### config.mk
export PLATFORM = sky130hd
export DESIGN_NAME = multicycle_controller
export DESIGN_NICKNAME = d
export VERILOG_FILES = /design/src/rtl/ctrl_pkg.sv /design/src/rtl/opcode_decoder.sv /design/src/rtl/multicycle_controller.sv
export SDC_FILE = /design/constraint.sdc
export NUM_CORES = 1
export LEC_CHECK = 0
export BUFFER_PORTS_ARGS = -buffer_cell sky130_fd_sc_hd__buf_2
export CORE_MARGIN = 1.5
export CORE_UTILIZATION = 40
export CTS_BUF_LIST = sky130_fd_sc_hd__clkbuf_16
export CTS_CLUSTER_DIAMETER = 40
export DETAILED_ROUTE_END_ITERATION = 7
export PLACE_DENSITY = 0.83
export SYNTH_ARGS = -nofsm -noshare
export SYNTH_HDL_FRONTEND = slang
export SYNTH_SLANG_ARGS = --single-unit
### constraint.sdc
create_clock -name clk -period 2.59 [get_ports clk]
set_input_delay 0.518 -clock clk [delete_from_list [all_inputs] [get_ports clk]]
set_output_delay 0.518 -clock clk [all_outputs]
set_load 0.03 [all_outputs]
### src/rtl/ctrl_pkg.sv
// ctrl_pkg: shared definitions for the multicycle controller.
//   - FSM state encoding (HALT exists only when CTRL_ILLEGAL_TRAP_EN is defined)
//   - instruction class produced by opcode_decoder
//   - opcode constants for instr[18:14] and the illegal-opcode test
//   - register-file write-data select and PC-source select encodings
// Build option: CTRL_ILLEGAL_TRAP_EN adds the HALT state.
package ctrl_pkg;

    typedef enum logic [2:0] {
        ST_FETCH = 3'd0,
        ST_EXEC  = 3'd1,
        ST_MEM   = 3'd2,
`ifdef CTRL_ILLEGAL_TRAP_EN
        ST_WB    = 3'd3,
        ST_HALT  = 3'd4
`else
        ST_WB    = 3'd3
`endif
    } state_e;

    typedef enum logic [3:0] {
        CLS_ALU_R   = 4'd0,
        CLS_ALU_I   = 4'd1,
        CLS_SHIFT   = 4'd2,
        CLS_LDM     = 4'd3,
        CLS_STM     = 4'd4,
        CLS_BRANCH  = 4'd5,
        CLS_JMP     = 4'd6,
        CLS_JSB     = 4'd7,
        CLS_RET     = 4'd8,
        CLS_ILLEGAL = 4'd9
    } instr_class_e;

    localparam logic [4:0] OP_LDM = 5'b10000;
    localparam logic [4:0] OP_STM = 5'b10001;
    localparam logic [4:0] OP_JMP = 5'b11100;
    localparam logic [4:0] OP_JSB = 5'b11101;
    localparam logic [4:0] OP_RET = 5'b11110;

    // Branch condition codes, instr[15:14]
    localparam logic [1:0] CC_BZ  = 2'b00;
    localparam logic [1:0] CC_BNZ = 2'b01;
    localparam logic [1:0] CC_BC  = 2'b10;
    localparam logic [1:0] CC_BNC = 2'b11;

    localparam logic [1:0] WD_ALU  = 2'b00;
    localparam logic [1:0] WD_SHRO = 2'b01;
    localparam logic [1:0] WD_DMEM = 2'b10;

    localparam logic [1:0] PC_NEXT = 2'b00;
    localparam logic [1:0] PC_DISP = 2'b01;
    localparam logic [1:0] PC_ABS  = 2'b10;

    // Illegal opcodes: 1001x and 11111
    function automatic logic is_illegal_op(input logic [4:0] op);
        return (op[4:1] == 4'b1001) || (op == 5'b11111);
    endfunction

endpackage

### src/rtl/opcode_decoder.sv
// opcode_decoder: combinational decode of instr[18:14] into an instruction
// class and the branch condition code.
// Ports:
//   opcode       in  5  instr[18:14]
//   instr_class  out    decoded class (instr_class_e)
//   branch_cond  out 2  condition code for branches, 0 otherwise
module opcode_decoder
    import ctrl_pkg::*;
(
    input  logic [4:0]   opcode,
    output instr_class_e instr_class,
    output logic [1:0]   branch_cond
);

    always_comb begin
        instr_class = CLS_ILLEGAL;
        branch_cond = 2'b00;
        if (is_illegal_op(opcode)) begin
            instr_class = CLS_ILLEGAL;
        end else if (opcode[4:3] == 2'b00) begin
            instr_class = CLS_ALU_R;
        end else if (opcode[4:3] == 2'b01) begin
            instr_class = CLS_ALU_I;
        end else if (opcode[4:2] == 3'b110) begin
            instr_class = CLS_SHIFT;
        end else if (opcode[4:2] == 3'b101) begin
            instr_class = CLS_BRANCH;
            branch_cond = opcode[1:0];
        end else if (opcode == OP_LDM) begin
            instr_class = CLS_LDM;
        end else if (opcode == OP_STM) begin
            instr_class = CLS_STM;
        end else if (opcode == OP_JMP) begin
            instr_class = CLS_JMP;
        end else if (opcode == OP_JSB) begin
            instr_class = CLS_JSB;
        end else if (opcode == OP_RET) begin
            instr_class = CLS_RET;
        end
    end

endmodule

### src/rtl/multicycle_controller.sv
// multicycle_controller: control FSM for the 19-bit-instruction datapath.
// Sequences FETCH/EXEC/MEM/WB so every instruction retires with one pcEn.
// Parameter MEM_LATENCY (1..15): cycles the data-memory strobe is held in MEM.
// Build option: CTRL_ILLEGAL_TRAP_EN makes illegal opcodes trap into HALT;
// otherwise they retire as NOPs and illegal is tied low.
// Ports:
//   clk, rst (sync, active high), instruction[18:0], COutput, ZOutput
//   pcEn, CEn, ZEn, push, pop, RET, regWrite, DMMemWrite, DMMemRead
//   regFileReadRegister2Select, ALUBInputSelect, ALUOperation[2:0],
//   SHROOperation[1:0], regFileWriteDataSelect[1:0],
//   pc3inputMuxSelectAddress[1:0], illegal
//
// state | meaning
// FETCH | instruction-memory read, no strobes
// EXEC  | decode and execute; single-cycle instructions retire here
// MEM   | data-memory access held for MEM_LATENCY cycles
// WB    | load data written to the register file, PC advances
// HALT  | illegal opcode trapped, only illegal asserted (trap build only)
module multicycle_controller
    import ctrl_pkg::*;
#(
    parameter int MEM_LATENCY = 1
) (
    input  logic        clk,
    input  logic        rst,
    input  logic [18:0] instruction,
    input  logic        COutput,
    input  logic        ZOutput,
    output logic        pcEn,
    output logic        CEn,
    output logic        ZEn,
    output logic        push,
    output logic        pop,
    output logic        RET,
    output logic        regWrite,
    output logic        DMMemWrite,
    output logic        DMMemRead,
    output logic        regFileReadRegister2Select,
    output logic        ALUBInputSelect,
    output logic [2:0]  ALUOperation,
    output logic [1:0]  SHROOperation,
    output logic [1:0]  regFileWriteDataSelect,
    output logic [1:0]  pc3inputMuxSelectAddress,
    output logic        illegal
);

    localparam logic [3:0] LAT_LOAD = 4'(MEM_LATENCY - 1);

    state_e       state_q, state_d;
    logic [3:0]   lat_cnt_q, lat_cnt_d;
    instr_class_e instr_class;
    logic [1:0]   branch_cond;
    logic         branch_taken;

    logic unused_instr_bits;
    assign unused_instr_bits = &{1'b0, instruction[13:0]};

    opcode_decoder u_decoder (
        .opcode      (instruction[18:14]),
        .instr_class (instr_class),
        .branch_cond (branch_cond)
    );

    always_comb begin
        unique case (branch_cond)
            CC_BZ:   branch_taken = ZOutput;
            CC_BNZ:  branch_taken = ~ZOutput;
            CC_BC:   branch_taken = COutput;
            CC_BNC:  branch_taken = ~COutput;
            default: branch_taken = 1'b0;
        endcase
    end

    always_ff @(posedge clk) begin
        if (rst) begin
            state_q   <= ST_FETCH;
            lat_cnt_q <= 4'd0;
        end else begin
            state_q   <= state_d;
            lat_cnt_q <= lat_cnt_d;
        end
    end

    always_comb begin
        state_d                    = state_q;
        lat_cnt_d                  = lat_cnt_q;
        pcEn                       = 1'b0;
        CEn                        = 1'b0;
        ZEn                        = 1'b0;
        push                       = 1'b0;
        pop                        = 1'b0;
        RET                        = 1'b0;
        regWrite                   = 1'b0;
        DMMemWrite                 = 1'b0;
        DMMemRead                  = 1'b0;
        regFileReadRegister2Select = 1'b0;
        ALUBInputSelect            = 1'b0;
        ALUOperation               = 3'd0;
        SHROOperation              = 2'd0;
        regFileWriteDataSelect     = WD_ALU;
        pc3inputMuxSelectAddress   = PC_NEXT;
        illegal                    = 1'b0;

        case (state_q)
            ST_FETCH: state_d = ST_EXEC;

            ST_EXEC: begin
                state_d = ST_FETCH;
                case (instr_class)
                    CLS_ALU_R, CLS_ALU_I: begin
                        regWrite     = 1'b1;
                        CEn          = 1'b1;
                        ZEn          = 1'b1;
                        pcEn         = 1'b1;
                        ALUOperation = instruction[16:14];
                        if (instr_class == CLS_ALU_R) begin
                            ALUBInputSelect            = 1'b1;
                            regFileReadRegister2Select = 1'b1;
                        end
                    end
                    CLS_SHIFT: begin
                        regWrite               = 1'b1;
                        pcEn                   = 1'b1;
                        SHROOperation          = instruction[15:14];
                        regFileWriteDataSelect = WD_SHRO;
                    end
                    CLS_LDM: begin
                        DMMemRead = 1'b1;
                        lat_cnt_d = LAT_LOAD;
                        state_d   = ST_MEM;
                    end
                    CLS_STM: begin
                        DMMemWrite = 1'b1;
                        lat_cnt_d  = LAT_LOAD;
                        state_d    = ST_MEM;
                    end
                    CLS_BRANCH: begin
                        pcEn                     = 1'b1;
                        pc3inputMuxSelectAddress = branch_taken ? PC_DISP : PC_NEXT;
                    end
                    CLS_JMP: begin
                        pcEn                     = 1'b1;
                        pc3inputMuxSelectAddress = PC_ABS;
                    end
                    CLS_JSB: begin
                        push                     = 1'b1;
                        pcEn                     = 1'b1;
                        pc3inputMuxSelectAddress = PC_ABS;
                    end
                    CLS_RET: begin
                        pop  = 1'b1;
                        RET  = 1'b1;
                        pcEn = 1'b1;
                    end
                    default: begin
`ifdef CTRL_ILLEGAL_TRAP_EN
                        state_d = ST_HALT;
`else
                        pcEn = 1'b1;
`endif
                    end
                endcase
            end

            ST_MEM: begin
                // The instruction word is held by the datapath until pcEn,
                // so the decoded class still tells load from store here.
                if (instr_class == CLS_LDM) begin
                    DMMemRead = 1'b1;
                end else begin
                    DMMemWrite = 1'b1;
                end
                if (lat_cnt_q == 4'd0) begin
                    if (instr_class == CLS_LDM) begin
                        state_d = ST_WB;
                    end else begin
                        pcEn    = 1'b1;
                        state_d = ST_FETCH;
                    end
                end else begin
                    lat_cnt_d = lat_cnt_q - 4'd1;
                end
            end

            ST_WB: begin
                DMMemRead              = 1'b1;
                regWrite               = 1'b1;
                pcEn                   = 1'b1;
                regFileWriteDataSelect = WD_DMEM;
                state_d                = ST_FETCH;
            end

`ifdef CTRL_ILLEGAL_TRAP_EN
            ST_HALT: illegal = 1'b1;
`endif

            default: state_d = ST_FETCH;
        endcase

        // Outputs are silenced while rst is high so that no write or PC
        // update completes on the reset edge.
        if (rst) begin
            pcEn                       = 1'b0;
            CEn                        = 1'b0;
            ZEn                        = 1'b0;
            push                       = 1'b0;
            pop                        = 1'b0;
            RET                        = 1'b0;
            regWrite                   = 1'b0;
            DMMemWrite                 = 1'b0;
            DMMemRead                  = 1'b0;
            regFileReadRegister2Select = 1'b0;
            ALUBInputSelect            = 1'b0;
            ALUOperation               = 3'd0;
            SHROOperation              = 2'd0;
            regFileWriteDataSelect     = WD_ALU;
            pc3inputMuxSelectAddress   = PC_NEXT;
            illegal                    = 1'b0;
        end
    end

endmodule

==> out/metrics.yaml <==
io_buffers: 28
hold_class: "reg2reg"
cts_root_buf: "clkbuf_16"
grt.total_usage_pct: 16.4
r2r_end: "state_q[1]"
startpoint_type: "input port"
ir_worst_vdd_uv: 401
synth_top_area_share_pct: 18.3
grt-ovfl-total: 0
cp_common_cell: "buf_2"
skew_ns: 0.00305
ys.warnings.count: 0
p_leak_nw: 0.433
setup.worst_path.end_class: "output pin"
grt_max_degree: 14
fp.dieArea_mm2: 0.00189
max_freq_mhz: 401
rsz0062_at_grt: "no"
reg2reg_slack_ns: 0.80
regArea_um2: 120
avgRoutedWirePerCell_um: 11.1
critPathRequiredTime_ns: 2.07
avgSynthCellArea_um2: 7.45
cts_buffer_depth: 2
cts_inserted_buffers: 3
first_pass_iters: 3
drv_cap: 0
cp_data_arrival_time_ns: 1.97
min_path_cells: 2
cts_setup_buffers: 0
fin_ws_ns: 0.0974
die_width_um: 43.5
synth_top_cell_by_area: "dfxtp_1"
synth-edff-count: 0
synth.yosys.seq_area_share_pct: 18.3
seq_power_share_pct: 23.8
synth.area.top_cells: "dfxtp_1 (18%), ha_1 (11%), nor2_1 (6.9%), mux2i_1 (6.1%), inv_1 (5.7%)"
cts_tree: "built"
hpwlAfterDp_mm: 1.19
syn_nets: 117
nNetsFinal: 145
first_global_vias: 592
ys_seq_elements: 6
viasPerCell: 5.44
p_clk_share_pct: 58.7
synthCells: 88
num_io_pins: 44
power.density_mw_per_mm2: 479
antenna_found_initial: 0
status: "complete, no violations"
drive_gt1_share_pct: 35.1
path_cells: "buf_2 -> or4b_1 -> nor2_1 -> a21oi_1 -> nor3_2 -> buf_2"
fp.dieH_um: 43.5
core_area_mm2: 0.00152
grt_pass1_wl_mm: 2.36
antenna_left: 0
hp-start: "lat_cnt_q[1]"
rows: 14
finalCritPeriodShare_pct: 96.2
worstReg2RegStart: "state_q[0]"
switching_share_pct: 23.9
internal-power_mw: 0.320
cp_max_fo: 7
clkLatencyLatePin_ns: 0.23
via_count: 707
hold_violations: 0
p_comb_share_pct: 17.6
start_util_pct: 43.0
place_ws_ns: 0.0877
cts.repair.resized: 0
synthFlopType: "dfxtp_1"
setup_viol: 0
drt-initial-drc-count: 6
tns_ns: 0
fillers: 143
synth_async_sr_flop_share_pct: 0
p_sw_mw: 0.101
drc: 0
multi_input_area_um2: 470
criticalPathCategory: "in2out"
slowest_stage: "or4b_1"
area_delta_synth_final_pct: 34.0
n_antenna_cell: 0
slowest_delay_ns: 0.66
synth.distinct_cells: 32
rr_worst_depth: 6
clock_sinks: 6
hold_path_end: "lat_cnt_q[1]"
synth_area_um2: 656
slew_violations: 0
fin_crit_ns: 2.49
htreeDepth: 1
place_congestion: 0.763
routed_wirelength_mm: 1.44
path_clk_slew_ns: 0.03
cts_hold_buf: 0
[metrics by stage]
stage | hold WS [ns] | area, um^2 | utilization (%) | cells | total power, mW
after floorplan | 0.460 | 677 | - | 88 | 0.155
after global placement | 0.478 | 803 | 52.7 | 127 | 0.173
after detailed placement | 0.493 | 803 | 52.7 | 127 | 0.175
after CTS | 0.501 | 878 | 57.6 | 130 | 0.424
after global routing | 0.528 | 878 | 57.6 | 130 | 0.444
final | 0.499 | 878 | 57.6 | 130 | 0.421
[cells by family after synthesis]
| logic type | after synthesis | share of synthesized area, % |
|---|---|---|
| adder cells (fa/ha/maj) | 6 | 11.5 |
| XOR/XNOR | 1 | 1.34 |
| flip-flops | 6 | 18.3 |
| AND/OR/NAND/NOR | 36 | 31.1 |
| multiplexers | 4 | 6.11 |
| AO/OA/AOI/OAI | 17 | 17.9 |
| buffers and inverters | 17 | 13.2 |
| other | 1 | 0.572 |
[state kept, by name, indices dropped and copies added, names as in the netlist]
name,cells
state_q,2
lat_cnt_q,4
[cells in the mapped netlist, drive strengths merged (2+ instances only)]
master	count
nor2	12
inv	10
a21oi	7
dfxtp	6
ha	6
buf	5
mux2i	4
nor3	4
and2	3
a31oi	2
clkbuf	2
nand2	2
nand3	2
nand4	2
nand4b	2
nor2b	2
nor4	2
o211ai	2
o21ai	2
[metal layers]
metal  GRT usage, %  vias to the layer above  share of wire (%)
li1               -                      359                  -
met1           17.3                      317                 42
met2           29.9                       27                 49
met3           2.50                        4                7.5
met4           10.9                        0                1.7
met5              0                        -                  0
[cell type report]
type | count | share of cell area, %
multi-input combinational | 65 | 53.6
timing repair buffer | 30 | 17.7
sequential | 6 | 13.7
clock buffer | 3 | 8.55
inverter | 10 | 4.27
tap | 16 | 2.28
[cell usage in the layout (no fill, tap or decap), drive strengths merged, types with 2 or more instances in the layout]
| cell | count |
|---|---|
| a31oi | 2 |
| a21oi | 7 |
| nand4b | 2 |
| ha | 6 |
| dfxtp | 6 |
| and2 | 3 |
| mux2i | 4 |
| nand2 | 2 |
| o21ai | 2 |
| clkbuf | 3 |
| nand3 | 2 |
| nand4 | 2 |
| inv | 10 |
| nor3 | 4 |
| nor2b | 2 |
| nor4 | 2 |
| nor2 | 12 |
| buf | 30 |
| o211ai | 2 |
[worst max path at each step]
stage                          startpoint         to  slack, ns  cells after the start
final                     instruction[15]  DMMemRead        0.1                      6
after global routing           state_q[1]        pop       0.01                      6
after CTS                 instruction[15]  DMMemRead       0.08                      6
after detailed placement  instruction[15]  DMMemRead       0.09                      6
after global placement    instruction[15]  DMMemRead       0.11                      6
after floorplan                state_q[1]        pop       0.11                      7
[worst max-delay path: cells and delay by family]
family	cells	cell delay, ns
AOI/OAI and AO/OA	1	0.11
buffers and inverters	2	0.35
and+or+nand+nor	3	0.99
[power by group through the flow]
stage | clock [mW] | combinational, mW | sequential (mW)
after floorplan | 0 | 0.0546 | 0.100
after global placement | 0 | 0.0723 | 0.101
after detailed placement | 0 | 0.0740 | 0.101
after CTS | 0.250 | 0.0743 | 0.100
after global routing | 0.262 | 0.0812 | 0.100
final | 0.247 | 0.0739 | 0.100
(Power assumes the default switching activity.)
